**config.mk**
```make
export PLATFORM = sky130hd
export DESIGN_NAME = mem_stage_sram
export DESIGN_NICKNAME = d
export VERILOG_FILES = /design/src/rtl/mem_stage_pkg.sv /design/src/rtl/mem_access_fsm.sv /design/src/rtl/mem_stage_sram.sv
export SDC_FILE = /design/constraint.sdc
export NUM_CORES = 1
export LEC_CHECK = 0
export CAP_MARGIN = 10
export CORE_UTILIZATION = 48
export DETAILED_ROUTE_END_ITERATION = 10
export PLACE_DENSITY = 0.89
export SETUP_SLACK_MARGIN = 0.5
export SYNTH_ARGS = -nofsm -noshare
export SYNTH_HDL_FRONTEND = slang
export SYNTH_HIERARCHICAL = 1
export SYNTH_SLANG_ARGS = --single-unit
```
**constraint.sdc**
```tcl
create_clock -name clk -period 5.1 [get_ports clk]
set_clock_uncertainty 0.1 [all_clocks]
set_input_delay 0.51 -clock clk [delete_from_list [all_inputs] [get_ports clk]]
set_output_delay 0.51 -clock clk [all_outputs]
set_load 0.1 [all_outputs]
```
**src/rtl/mem_stage_pkg.sv**
```systemverilog
// mem_stage_pkg: shared constants and FSM encoding for the MEM stage.
package mem_stage_pkg;

    typedef logic [1:0] memState_t;

    localparam memState_t IDLE   = 2'd0;
    localparam memState_t ACCESS = 2'd1;
    localparam memState_t DONE   = 2'd2;

    localparam int ADDR_BASE_DEF = 1024;
    localparam int AW_DEF        = 16;
    localparam int TIMEOUT_DEF   = 15;

endpackage

```
**src/rtl/mem_access_fsm.sv**
```systemverilog
// mem_access_fsm: req/ack data-memory sequencer with timeout and read latch.
// Optional MEM_ALIGN_CHECK_EN rejects accesses with nonzero low address bits.
module mem_access_fsm
    import mem_stage_pkg::*;
#(
    parameter int ADDR_BASE      = ADDR_BASE_DEF,
    parameter int AW             = AW_DEF,
    parameter int TIMEOUT_CYCLES = TIMEOUT_DEF
) (
    input  logic          clk,
    input  logic          rst,
    input  logic          reIn,
    input  logic          weIn,
    input  logic [AW+1:0] addrIn,
    input  logic [31:0]   wData,
    input  logic [31:0]   memRData,
    input  logic          memAck,
    output memState_t     state,
    output logic          memReq,
    output logic          memWe,
    output logic [AW-1:0] memAddr,
    output logic [31:0]   memWData,
    output logic [31:0]   rdData,
    output logic          memErr
);

    localparam int CW = $clog2(TIMEOUT_CYCLES + 1);
    localparam logic [31:0]   BASE     = 32'(ADDR_BASE);
    localparam logic [AW-1:0] BASE_IDX = BASE[AW+1:2];
    localparam logic [1:0]    BASE_LO  = BASE[1:0];
    localparam logic [CW-1:0] CNT_LAST = CW'(TIMEOUT_CYCLES - 1);

    logic [CW-1:0] cnt;
    logic [AW-1:0] wordIdx;
    logic          misaligned;

    // Word-index form of (addr - base) >> 2; the borrow comes from the low bits.
    always_comb begin
        wordIdx = addrIn[AW+1:2] - BASE_IDX - AW'(addrIn[1:0] < BASE_LO);
    end

`ifdef MEM_ALIGN_CHECK_EN
    assign misaligned = addrIn[1:0] != 2'b00;
`else
    assign misaligned = 1'b0;
`endif

    always_ff @(posedge clk) begin
        if (rst) begin
            state    <= IDLE;
            cnt      <= '0;
            memReq   <= 1'b0;
            memWe    <= 1'b0;
            memAddr  <= '0;
            memWData <= '0;
            rdData   <= '0;
            memErr   <= 1'b0;
        end else begin
            case (state)
                IDLE: begin
                    if (reIn | weIn) begin
                        if (misaligned) begin
                            memErr <= 1'b1;
                            rdData <= '0;
                            state  <= DONE;
                        end else begin
                            memReq   <= 1'b1;
                            memWe    <= weIn;
                            memAddr  <= wordIdx;
                            memWData <= wData;
                            cnt      <= '0;
                            state    <= ACCESS;
                        end
                    end
                end
                ACCESS: begin
                    if (memAck) begin
                        memReq <= 1'b0;
                        rdData <= memRData;
                        state  <= DONE;
                    end else if (cnt == CNT_LAST) begin
                        memReq <= 1'b0;
                        memErr <= 1'b1;
                        rdData <= '0;
                        state  <= DONE;
                    end else begin
                        cnt <= cnt + 1'b1;
                    end
                end
                DONE:    state <= IDLE;
                default: state <= IDLE;
            endcase
        end
    end

endmodule

```
**src/rtl/mem_stage_sram.sv**
```systemverilog
// mem_stage_sram: MEM pipeline stage with freeze generation and MEM/WB register.
// Build option MEM_ALIGN_CHECK_EN enables misaligned-access rejection.
module mem_stage_sram
    import mem_stage_pkg::*;
#(
    parameter int ADDR_BASE      = ADDR_BASE_DEF,
    parameter int AW             = AW_DEF,
    parameter int TIMEOUT_CYCLES = TIMEOUT_DEF
) (
    input  logic          clk,
    input  logic          rst,
    input  logic          wbEnIn,
    input  logic          memREnIn,
    input  logic          memWEnIn,
    input  logic [31:0]   aluResIn,
    input  logic [31:0]   valRmIn,
    input  logic [3:0]    destIn,
    output logic          memReq,
    output logic          memWe,
    output logic [AW-1:0] memAddr,
    output logic [31:0]   memWData,
    input  logic [31:0]   memRData,
    input  logic          memAck,
    output logic          freeze,
    output logic          wbEnOut,
    output logic          memREnOut,
    output logic [31:0]   aluResOut,
    output logic [31:0]   memDataOut,
    output logic [3:0]    destOut,
    output logic          memErr
);

    memState_t   state;
    logic [31:0] rdData;
    logic        isLoad;

    // A load with the store enable also set is treated purely as a store.
    assign isLoad = memREnIn & ~memWEnIn;

    mem_access_fsm #(
        .ADDR_BASE      (ADDR_BASE),
        .AW             (AW),
        .TIMEOUT_CYCLES (TIMEOUT_CYCLES)
    ) uAccess (
        .clk      (clk),
        .rst      (rst),
        .reIn     (memREnIn),
        .weIn     (memWEnIn),
        .addrIn   (aluResIn[AW+1:0]),
        .wData    (valRmIn),
        .memRData (memRData),
        .memAck   (memAck),
        .state    (state),
        .memReq   (memReq),
        .memWe    (memWe),
        .memAddr  (memAddr),
        .memWData (memWData),
        .rdData   (rdData),
        .memErr   (memErr)
    );

    assign freeze = ((state == IDLE) & (memREnIn | memWEnIn))
                  | (state == ACCESS);

    always_ff @(posedge clk) begin
        if (rst) begin
            wbEnOut    <= 1'b0;
            memREnOut  <= 1'b0;
            aluResOut  <= '0;
            memDataOut <= '0;
            destOut    <= '0;
        end else if (freeze) begin
            wbEnOut   <= 1'b0;
            memREnOut <= 1'b0;
        end else begin
            wbEnOut   <= wbEnIn;
            memREnOut <= isLoad;
            aluResOut <= aluResIn;
            destOut   <= destIn;
            if (isLoad) begin
                memDataOut <= rdData;
            end
        end
    end

endmodule

```
# Word-level counts from Yosys, hierarchy flattened
# Cells that the tools add are included.
[classes]
add_sub_neg = 3
magnitude_cmp = 1
n_eq_ne = 6
n_mux = 14
bitwise = 7
n_reduce_logical = 11
[op_table]
columns = ["operator", "count"]
rows = [
  ["$mux 32", 2],
  ["$sub 16x1->16", 1],
  ["$sub 16x9->16 const B", 1],
  ["$mux 4", 3],
  ["$pmux 4 s2", 1],
  ["$reduce_and 2->1", 4],
  ["$mux 2", 3],
  ["$reduce_and 3->1", 2],
  ["$add 4x1->4 const B", 1],
  ["$eq 4x4->1 const B", 1],
  ["$ne 2x2->1 const B", 2],
  ["$pmux 2 s2", 1],
  ["$reduce_and 4->1", 1],
  ["$reduce_bool 2->1", 2],
  ["$mux 1", 3],
  ["$ne 3x2->1 const B", 1],
  ["$not 1->1", 3],
  ["$and 1x1->1", 2],
  ["$eq 2x1->1 const B", 1],
  ["$logic_not 2->1", 1],
  ["$lt 2x1->1 const B", 1],
  ["$ne 2x1->1 const B", 1],
  ["$or 1x1->1", 2],
  ["$pmux 1 s2", 1],
  ["$reduce_or 2->1", 1],
]
[totals]
ff_bits = 159
in_bits = 106
output_inout_bits = 122
wordCells = 55

# Logic depth before layout (Yosys ltp)
# Gate-level depths: netlist of the first run.
[logic_depth]
word_depth = 5
ltp_mapped = 7
depth_no_buf = 7

# Modules after synthesis
# The synthesis of the first run kept the hierarchy.
[modules_own_cells]
columns = ["mod", "n_inst", "cells_per_inst", "area_per_inst_um2", "seq_area_each_um2"]
rows = [
  ["mem_access_fsm", 1, 420, 3525.9, 1781.7],
  ["mem_stage_sram", 1, 302, 2775.2, 1401.3],
]

# Least setup slack after synthesis of the first run
# No wires, ideal clock.
[synth_timing]
path_kind = "input to register"
start = "input aluResIn[5]"
end = "register uAccess.memAddr[12]"
setup_time_ns = 0.091
arrival_time_ns = 2.073
t_required_ns = 4.909
slack_ns = 2.836
path_stages = 7
n_path_buf = 0
cell_sequence = "inv_1 -> ha_1 -> o211ai_1 -> a21oi_2 -> o2111a_1 -> or4_1 -> a311oi_1"
[synth_via]
elab_chain_len = 2
[synth_rtl]
columns = ["element", "line_no", "rtl"]
rows = [
  ["from (decl)", "mem_stage_sram.sv:15", "input logic [31:0] aluResIn,"],
  ["$sub 16x9->16", "mem_access_fsm.sv:39", "wordIdx = addrIn[AW+1:2] - BASE_IDX - AW'(addrIn[1:0] < BASE_LO);"],
  ["$sub 16x1->16", "mem_access_fsm.sv:39", ""],
  ["to (signal assigned)", "mem_access_fsm.sv:69", "memAddr <= wordIdx;"],
  ["to (decl)", "mem_access_fsm.sv:21", "output logic [AW-1:0] memAddr,"],
]
# Every way passes these cells.
# A chain may end at the register's enable or synchronous reset.

# Worst setup path after layout of the first run
[layout_timing]
start = "input memREnIn"
end = "output freeze"
[layout_via]
elab_chain_len = 3
[layout_rtl]
columns = ["element", "line_no", "rtl"]
rows = [
  ["from (decl)", "mem_stage_sram.sv:13", "input logic memREnIn,"],
  ["$or 1x1->1", "mem_stage_sram.sv:62", "assign freeze = ((state == IDLE) & (memREnIn | memWEnIn))"],
  ["$and 1x1->1", "mem_stage_sram.sv:62", ""],
  ["$or 1x1->1", "mem_stage_sram.sv:63", "| (state == ACCESS);"],
  ["to (decl)", "mem_stage_sram.sv:24", "output logic freeze,"],
]
# Every way passes these cells.

==> results of run 1 <==
[sequential cells by signal (all words and copies together), names as in the netlist]
register and flops:
aluResOut 32, uAccess/memWData 32, destOut 4, uAccess/state 2
uAccess/memWe 1, uAccess/memReq 1, uAccess/memAddr 16, uAccess/cnt 4
uAccess/memErr 1, wbEnOut 1, memDataOut 32, memREnOut 1
uAccess/rdData 32
[synthesized netlist by cell type (2+ instances only)]
master / n / share of area (%)
a211oi_1: 4 / 0.48
a21o_1: 3 / 0.36
a21oi_1: 74 / 5.9
a22oi_1: 33 / 3.9
a311oi_1: 3 / 0.42
a31oi_1: 2 / 0.20
and4_1: 2 / 0.28
buf_1: 4 / 0.24
buf_2: 13 / 1.0
buf_6: 3 / 0.54
clkbuf_1: 29 / 1.7
dfxtp_1: 159 / 51
ha_1: 10 / 2.0
inv_1: 13 / 0.77
mux2i_1: 37 / 5.9
nand2_1: 146 / 8.7
nand2b_1: 74 / 7.3
nand3b_1: 2 / 0.24
nor2_1: 55 / 3.3
nor3_1: 8 / 0.64
nor3b_1: 2 / 0.24
nor4_1: 2 / 0.20
o211ai_1: 2 / 0.24
o21ai_0: 9 / 0.71
o21ai_1: 2 / 0.16
o31ai_1: 2 / 0.24
or2_2: 2 / 0.20
or3_2: 2 / 0.24
or4_1: 2 / 0.24
xnor2_1: 4 / 0.56
xor2_1: 5 / 0.69
[metrics by stage]
| stage | hold slack, ps | power, W | worst slack (ps) |
|---|---|---|---|
| final | 338.0 | 0.003537 | 2002 |
| after global routing | 363.7 | 0.003666 | 1915 |
| after CTS | 347.5 | 0.003561 | 1984 |
| after detailed placement | 342.3 | 0.002252 | 1984 |
| after global placement | 335.8 | 0.002242 | 2011 |
| after floorplan | 331.6 | 0.001997 | 2836 |
[metal layers]
metal | up-vias | track usage (%)
met5 | - | 0
met4 | 0 | 10.13
met3 | 30 | 11.31
met2 | 206 | 39.76
met1 | 2625 | 28.43
li1 | 2825 | -
[worst max-delay path by stage]
stage	startpoint	to	slack (ps)	depth (start not counted)
3_5_place_dp	memREnIn	freeze	1980	4
2_1_floorplan	aluResIn[5]	uAccess/memAddr[12]	2840	7
3_3_place_gp	memREnIn	freeze	2010	4
6_report	memREnIn	freeze	2000	4
4_1_cts	memREnIn	freeze	1980	4
5_1_grt	memREnIn	freeze	1910	4
[area by class of cell]
class	instances	area (um^2)	area share, %
clock inverters	11	153.9	1.660
well taps	172	215.2	2.322
clock buffers	21	460.4	4.968
multi-input cells	501	2870	30.97
flip-flops and latches	159	3183	34.34
inverters	13	48.80	0.5265
repair buffers	236	2337	25.22
[worst register-to-register path: stages, from the launching register on]
cell and delay, ps:
dfxtp_1 380, nor2_1 320, o21a_2 550, buf_4 460, and4_1 270, nor4_1 50
[report_power, final]
part           internal [W]  leakage, nW  total (W)  switching (W)
combinational      0.000259         2.02   0.000880       0.000621
clock              0.000801        0.295    0.00131       0.000507
sequential          0.00131         1.30    0.00135      0.0000365
total               0.00237         3.61    0.00354        0.00116
[cell families (layout without fill, tap and decap cells)]
group	Yosys count	in the layout	synth area share, %
buf+inv	62	281	4.309
compound gates	140	140	13.48
xor+xnor	9	9	1.251
flops	159	159	50.52
simple gates	304	304	22.40
fa+ha+maj	10	10	1.986
mux	38	38	6.056
==> reports/qor.txt, run 1 <==
outcome - completed
RR Startpoint - uAccess/state[1]
slowest cell delay on critical path - 1140 ps
DRT Pass-1 Iters - 5
Yosys reg bits - 159
Cells after Synth - 722
flop2flop setup slack - 2820 ps
family with the most delay on the worst path - buffers and inverters
leakage power - 3.609 nW
Final Cell Area - 9269 um^2
R2R depth - 5
synthesized area per cell - 8.727 um^2
IO Port Bufs - 227
unrepaired setup endpoints after global routing - false
metal3 WL - 1577 um
most frequent cells in the layout - clkdlybuf4s50_1 (226), dfxtp_1 (159), nand2_1 (146)
Setup violations, final - 0
gpl congestion - 0.7903
initial core utilization - 49.53%
H-tree levels - 4
Mapped Nets - 838
CTS tree - done
CP max FO - 6
PD cells - 381.6 nW/um^2
WL/cell - 14.89 um
Hold Path Class - flip-flop to flip-flop
Post-CTS Setup Bufs - 0
Routed met1 length - 6772 um
critical setup path kind - primary input to output pin
Final Non-Filler Cells - 1113
FP Rows - 41
final hold vios - 0
synth-to-layout area growth - 47.10%
fin crit period - 3098 ps
Yosys cell types - 45
Post-synth EDFFs - 0
CTS hold repair buffers - 0
final core occ - 72.86%
Critical Path Most Common Cell - clkdlybuf4s50_1
number of buffers created by CTS - 17
synthesized area - 6301 um^2
highest metal used - met4
fin crit share - 60.75%
fill cell count - 936
n_diodes - 0
actual slew at the worst max-slew pin - 1047 ps
Worst Path Buf+Inv - 2
startpoint type of the worst setup path - primary input
Seq/Total Area, Yosys - 50.52%
Avg Vias per Cell - 5.109
area post-placement - 8655 um^2
fin nets - 1044
most frequently used flop master after synthesis - dfxtp_1
slowest CP cell - clkdlybuf4s50_1
CP Capture Type - output pin
die area - 13590 um^2
clock-pin slew on the worst setup and hold paths - 70 ps
DRC viols - 0
vias in the first global route - 5375
core area - 12720 um^2
CP required - 4490 ps
DRT Wirelength - 16570 um
fin. max-slew vios - 0
met2 wire len - 7876 um
maxcap violations - 0
Die H - 116.6 um
post-route ant nets - 0
hold path endpoint - memDataOut[6]
synth warn - 6
dpl hpwl - 11060 um
post-cts sizing count - 0
largest net degree at the start of global routing - 87
CTS root buf - clkbuf_16
crit-path cells - clkdlybuf4s50_1 -> nor3_1 -> nor2_4 -> clkdlybuf4s50_1
total track usage - 24.69%
GRT overflow - 0
HP Start - uAccess/rdData[6]
Hold Path Depth - 2
relative slew slack - 29.98%
initial antenna violation count - 0
Die W - 116.6 um
via count - 5686
Worst R2R End - uAccess/memAddr[15]
commonest non-fill, non-tap cell in the layout - clkdlybuf4s50_1
num ports - 228
Max IR drop VDD - 0.0003211 V
first-pass GRT wire length - 25950 um
clk_lat worst skew - 430 ps
Max Buffers Root-to-Sink - 2
CP arrival - 2490 ps
Async SR Flop Fraction - 0%
First DRT Iteration DRCs - 493
setup tns final - 0 ps
Fmax - 322.8 MHz
Post-Place Cells - 1081
layout cells sized above 1 - 5.632%
Num Clock Sinks - 159
Note: power is estimated with default switching activity, not from simulation.
==> run 2: changes to the inputs <==
--- a/config.mk
+++ b/config.mk
@@ -6,9 +6,9 @@
 export NUM_CORES = 1
 export LEC_CHECK = 0
 export CAP_MARGIN = 10
-export CORE_UTILIZATION = 48
+export CORE_UTILIZATION = 45
 export DETAILED_ROUTE_END_ITERATION = 10
-export PLACE_DENSITY = 0.89
+export PLACE_DENSITY = 0.85
 export SETUP_SLACK_MARGIN = 0.5
 export SYNTH_ARGS = -nofsm -noshare
 export SYNTH_HDL_FRONTEND = slang
==> constraint.sdc (replaced) <==
create_clock -name clk -period 2.95 [get_ports clk]
set_clock_uncertainty 0.1 [all_clocks]
set_input_delay 0.295 -clock clk [delete_from_list [all_inputs] [get_ports clk]]
set_output_delay 0.295 -clock clk [all_outputs]
set_load 0.1 [all_outputs]
==> run 2 against run 1 <==
Setup slack got worse by 1400 ps. Design area fell by 2.3%. Power increased by 73%. Combinational power grew 70%. Sequential share of layout area is 0.79 points higher. Via count down 1.0%. Critical path type is now primary input to flip-flop. Wire length is 4.4% lower. Global-route usage is 2.6 points lower. Clock power up 75%. Non-clock buffer count increased by 4. Critical endpoint is now uAccess/memAddr[14]. Critical path depth increased by 4.
==> reports/qor.txt, run 2 (same netlist as run 1, synthesis figures left out) <==
outcome - completed
leakage power - 3.893 nW (+7.9%)
dpl hpwl - 10910 um (-1.3%)
final core occ - 67.35% (-5.5 points)
post-route ant nets - 0 (unchanged)
most frequent cells in the layout - dfxtp_1 (159), nand2_1 (146), buf_4 (132)
CP Capture Type - flip-flop
FP Rows - 42 (+2.4%)
Fmax - 429.7 MHz
hold_ws - 143.2 ps (-194.8 ps)
total track usage - 22.11% (-2.6 points)
final hold vios - 0 (unchanged)
DRC viols - 0 (unchanged)
Total Power - 0.006122 W (+73%)
first-pass GRT wire length - 25530 um (-1.6%)
WL/cell - 14.13 um (-5.1%)
num ports - 228 (unchanged)
PD cells - 675.8 nW/um^2 (+77%)
clock-pin slew on the worst setup and hold paths - 60 ps (about the same)
Avg Vias per Cell - 5.021 (-1.7%)
fin crit share - 78.89%
commonest non-fill, non-tap cell in the layout - dfxtp_1
layout cells sized above 1 - 19.26% (+14 points)
family with the most delay on the worst path - compound AO/OA/AOI/OAI gates
unrepaired setup endpoints after global routing - false
IO Port Bufs - 227 (unchanged)
crit-path cells - clkdlybuf4s50_1 -> inv_1 -> ha_1 -> o211ai_1 -> a21oi_2 -> o2111a_1 -> or4_1 -> a311oi_1
critical setup path kind - primary input to flip-flop
area post-placement - 8434 um^2 (-2.5%)
CTS root buf - clkbuf_16
First DRT Iteration DRCs - 410 (-17%)
Hold Path Class - primary input to flip-flop
Setup violations, final - 0 (unchanged)
Die H - 120.3 um (+3.2%)
relative slew slack - 53.28% (+23 points)
Worst Path Buf+Inv - 2 (unchanged)
Max Buffers Root-to-Sink - 2 (unchanged)
largest net degree at the start of global routing - 90 (+3.4%)
Die W - 120.3 um (+3.2%)
CP arrival - 2550 ps (+60 ps)
DRT Wirelength - 15840 um (-4.4%)
die area - 14480 um^2 (+6.5%)
fin crit period - 2327 ps
CTS tree - done
Num Clock Sinks - 159 (unchanged)
initial antenna violation count - 0 (unchanged)
GRT overflow - 0 (unchanged)
clk_lat worst skew - 410 ps (-20 ps)
slowest CP cell - clkdlybuf4s50_1
synth-to-layout area growth - 43.78%
fin. max-slew vios - 0 (unchanged)
initial core utilization - 46.84% (-2.7 points)
H-tree levels - 4 (unchanged)
core area - 13450 um^2 (+5.7%)
Max IR drop VDD - 0.0003618 V (+13%)
n_diodes - 0 (unchanged)
startpoint type of the worst setup path - primary input
CP max FO - 6 (unchanged)
actual slew at the worst max-slew pin - 700.8 ps (-346.2 ps)
via count - 5628 (-1.0%)
number of buffers created by CTS - 17 (unchanged)
CP required - 3170 ps (-1320 ps)
setup tns final - 0 ps (unchanged)
vias in the first global route - 5304 (-1.3%)
CTS hold repair buffers - 0 (unchanged)
fin nets - 1048 (+0.38%)
gpl congestion - 0.7538 (-4.6%)
slowest cell delay on critical path - 520 ps (-620 ps)
maxcap violations - 0 (unchanged)
DRT Pass-1 Iters - 5 (unchanged)
Final Cell Area - 9060 um^2 (-2.3%)
-- run 2: changes by cell type in the layout (fill, tap and decap cells not counted), sizes merged --
cell,change
clkbuf,-3
inv,+2
clkdlybuf4s50,-123
clkinv,+3
dlymetal6s2s,+1
buf,+126
clkinvlp,-2
-- run 2: tightest hold or removal path, stage by stage --
cell,delay (ps)
dlymetal6s2s_1,180
nand2_1,80
a21oi_1,50
-- run 2: cell type report --
type | count | area, um^2
fillers | 1118 | 4393
flip-flops and latches | 159 | 3183
multi-input cells | 501 | 2875
repair buffers | 240 | 2115
clock buffers | 18 | 439.2
well taps | 176 | 220.2
clock inverters | 14 | 178.9
inverters | 13 | 48.80
-- run 2: repair_timing --
item,CTS,global route
buffers inserted,0,0
endpoints found under the setup margin,0,3
resized for setup,0,2
-- run 2: layer usage --
layer  share of wire (%)  GRT usage [%]  vias to the layer above
met5                   0              0                        -
met4                 2.3          9.028                        0
met3                 7.6          6.840                       27
met2                  47          36.14                      190
met1                  43          26.98                     2579
li1                    -              -                     2832
-- run 2: worst paths after layout --
check | startpoint | slack, ps | end | cells after the start
max | aluResIn[5] | 620 | uAccess/memAddr[14] | 8
max reg2reg | uAccess/cnt[0] | 930 | uAccess/cnt[3] | 7
min | aluResIn[3] | 140 | uAccess/memAddr[1] | 3
min reg2reg | uAccess/rdData[30] | 350 | memDataOut[30] | 2
-- run 2: metrics by stage --
| stage | setup WS [ps] | cells |
|---|---|---|
| 2_1_floorplan | 900.6 | 722 |
| 3_3_place_gp | 264.4 | 1089 |
| 3_5_place_dp | 190.3 | 1089 |
| 4_1_cts | 635.9 | 1121 |
| 5_1_grt | 513.2 | 1121 |
| 6_report | 622.9 | 1121 |
-- run 2: power by group --
part / internal, W / leakage, nW / switching [W] / total [W]
Clock: 0.00137 / 0.306 / 0.000921 / 0.00229
Sequential: 0.00227 / 1.30 / 0.0000643 / 0.00233
Combinational: 0.000429 / 2.29 / 0.00107 / 0.00150
==> run 3: changes to the inputs <==
==> constraint.sdc (replaced) <==
create_clock -name clk -period 2.27 [get_ports clk]
set_clock_uncertainty 0.1 [all_clocks]
set_input_delay 0.227 -clock clk [delete_from_list [all_inputs] [get_ports clk]]
set_output_delay 0.227 -clock clk [all_outputs]
set_load 0.1 [all_outputs]
==> run 3 against run 2 <==
First-iteration DRC count decreased by 2.9%. Die area is the same. Utilization grew 2.3 points. Hold slack worse by 130 ps. Power increased by 26%. Critical path type unchanged. Highest routed layer unchanged.
==> reports/qor.txt, run 3 (same netlist as run 1, synthesis figures left out) <==
outcome - completed
first-pass GRT wire length - 26330 um (+3.1%)
IO Port Bufs - 227 (unchanged)
actual slew at the worst max-slew pin - 505.0 ps (-195.8 ps)
DRC viols - 0 (unchanged)
die area - 14480 um^2 (unchanged)
WL/cell - 14.52 um (+2.8%)
n_diodes - 0 (unchanged)
Reg power frac - 39.2% (+1.1 points)
clock network power share - 34.3% (-3.1 points)
number of buffers created by CTS - 17 (unchanged)
fin crit share - 77.52%
CP arrival - 1980 ps (-570 ps)
Hold Path Class - primary input to flip-flop
fin. max-slew vios - 0 (unchanged)
Post-Place Cells - 1114 (+2.3%)
Max Buffers Root-to-Sink - 2 (unchanged)
area post-placement - 8686 um^2 (+3.0%)
PD cells - 826.2 nW/um^2 (+22%)
Net Sw Frac - 35.15% (+1.6 points)
CTS root buf - clkbuf_16
CP Capture Type - flip-flop
post-route ant nets - 0 (unchanged)
met3 GRT Util - 6.745% (-0.094 points)
GR peak layer - met2
final core occ - 69.65% (+2.3 points)
NetSw - 0.002722 W (+33%)
Avg Vias per Cell - 5.023 (about the same)
leakage power - 4.020 nW (+3.2%)
num ports - 228 (unchanged)
critical setup path kind - primary input to flip-flop
most frequent cells in the layout - dfxtp_1 (158), buf_4 (158), nand2_1 (146)
DRT Wirelength - 16720 um (+5.6%)
Final Non-Filler Cells - 1151 (+2.7%)
Num Clock Sinks - 159 (unchanged)
total track usage - 22.96% (+0.85 points)
dpl hpwl - 11430 um (+4.7%)
core area - 13450 um^2 (unchanged)
global routing usage on met2 - 39.26% (+3.1 points)
Max IR drop VDD - 0.0007010 V (+94%)
Comb pwr share - 26.4% (+1.9 points)
Internal - 0.005020 W (+23%)
CP max FO - 6 (unchanged)
met1 Use GR - 27.58% (+0.61 points)
clk_lat worst skew - 420 ps (about the same)
pre-CTS setup slack - -250.3 ps (-440.6 ps)
GRT overflow - 0 (unchanged)
Final Worst Setup Slack - 510.4 ps (-112.5 ps)
initial antenna violation count - 0 (unchanged)
CTS tree - done
startpoint type of the worst setup path - primary input
clock-pin slew on the worst setup and hold paths - 60 ps (about the same)
Die H - 120.3 um (unchanged)
initial core utilization - 46.84% (unchanged)
DRT Pass-1 Iters - 4 (-1)
Final Cell Area - 9370 um^2 (+3.4%)
Setup violations, final - 0 (unchanged)
FP Rows - 42 (unchanged)
unrepaired setup endpoints after global routing - true
layout cells sized above 1 - 24.82% (+5.6 points)
First DRT Iteration DRCs - 398 (-2.9%)
final hold vios - 0 (unchanged)
via count - 5782 (+2.7%)
CP required - 2490 ps (-680 ps)
fin crit period - 1760 ps
relative slew slack - 66.33% (+13 points)
synth-to-layout area growth - 48.71%
Fmax - 568.3 MHz
vias in the first global route - 5549 (+4.6%)
Die W - 120.3 um (unchanged)
largest net degree at the start of global routing - 61 (-32%)
maxcap violations - 0 (unchanged)
H-tree levels - 4 (unchanged)
gpl congestion - 0.7643 (+1.4%)
fin nets - 1078 (+2.9%)
[run 3: path summary, 6_finish.rpt]
path	start	slack (ps)	cells past startpoint	to
worst max-delay path	aluResIn[7]	510	7	uAccess/memAddr[12]
worst min-delay path	aluResIn[6]	10	3	aluResOut[6]
worst max register to register	uAccess/cnt[0]	600	8	uAccess/cnt[3]
worst min register to register	uAccess/rdData[3]	350	2	memDataOut[3]
[run 3: cell type report]
type,count,area [um^2]
clock buffers,19,442.9
repair buffers,270,2325
clock inverters,13,106.4
well taps,176,220.2
inverters,13,48.80
flip-flops and latches,159,3184
multi-input cells,501,3043
fillers,1094,4083
[run 3: metal layers]
layer  routed length [um]  share of wire, %
met4                  201               1.2
met2                 8317                50
met5                    0                 0
met3                 1152               6.9
met1                 7046                42
[run 3: what timing repair did]
action	in CTS	in global routing
gates resized for setup	22	27
hold buffers	0	0
pin swaps	12	12
setup endpoints to repair	42	54
buffers inserted	2	3
[run 3: worst max-delay path: stages]
cell	delay [ps]
dlygate4sd2_1	260
buf_4	140
ha_1	290
buf_4	160
o2111a_2	180
or4_1	490
a311oi_1	230
[run 3: power groups by stage]
stage | logic [W] | clock network (W) | registers [W]
after CTS | 0.00203 | 0.00271 | 0.00304
after global placement | 0.00200 | 0 | 0.00309
final | 0.00205 | 0.00266 | 0.00304
after detailed placement | 0.00201 | 0 | 0.00309
after floorplan | 0.000501 | 0 | 0.00400
after global routing | 0.00215 | 0.00282 | 0.00305
[run 3: per-stage QoR]
stage / TNS, ps / hold WS, ps / power (W)
after floorplan: 0 / 263.0 / 0.004501
after global placement: -1070 / 336.6 / 0.005085
after detailed placement: -1390 / 341.7 / 0.005102
after CTS: 0 / 90.50 / 0.007772
after global routing: 0 / 27.90 / 0.008019
final: 0 / 14.54 / 0.007742
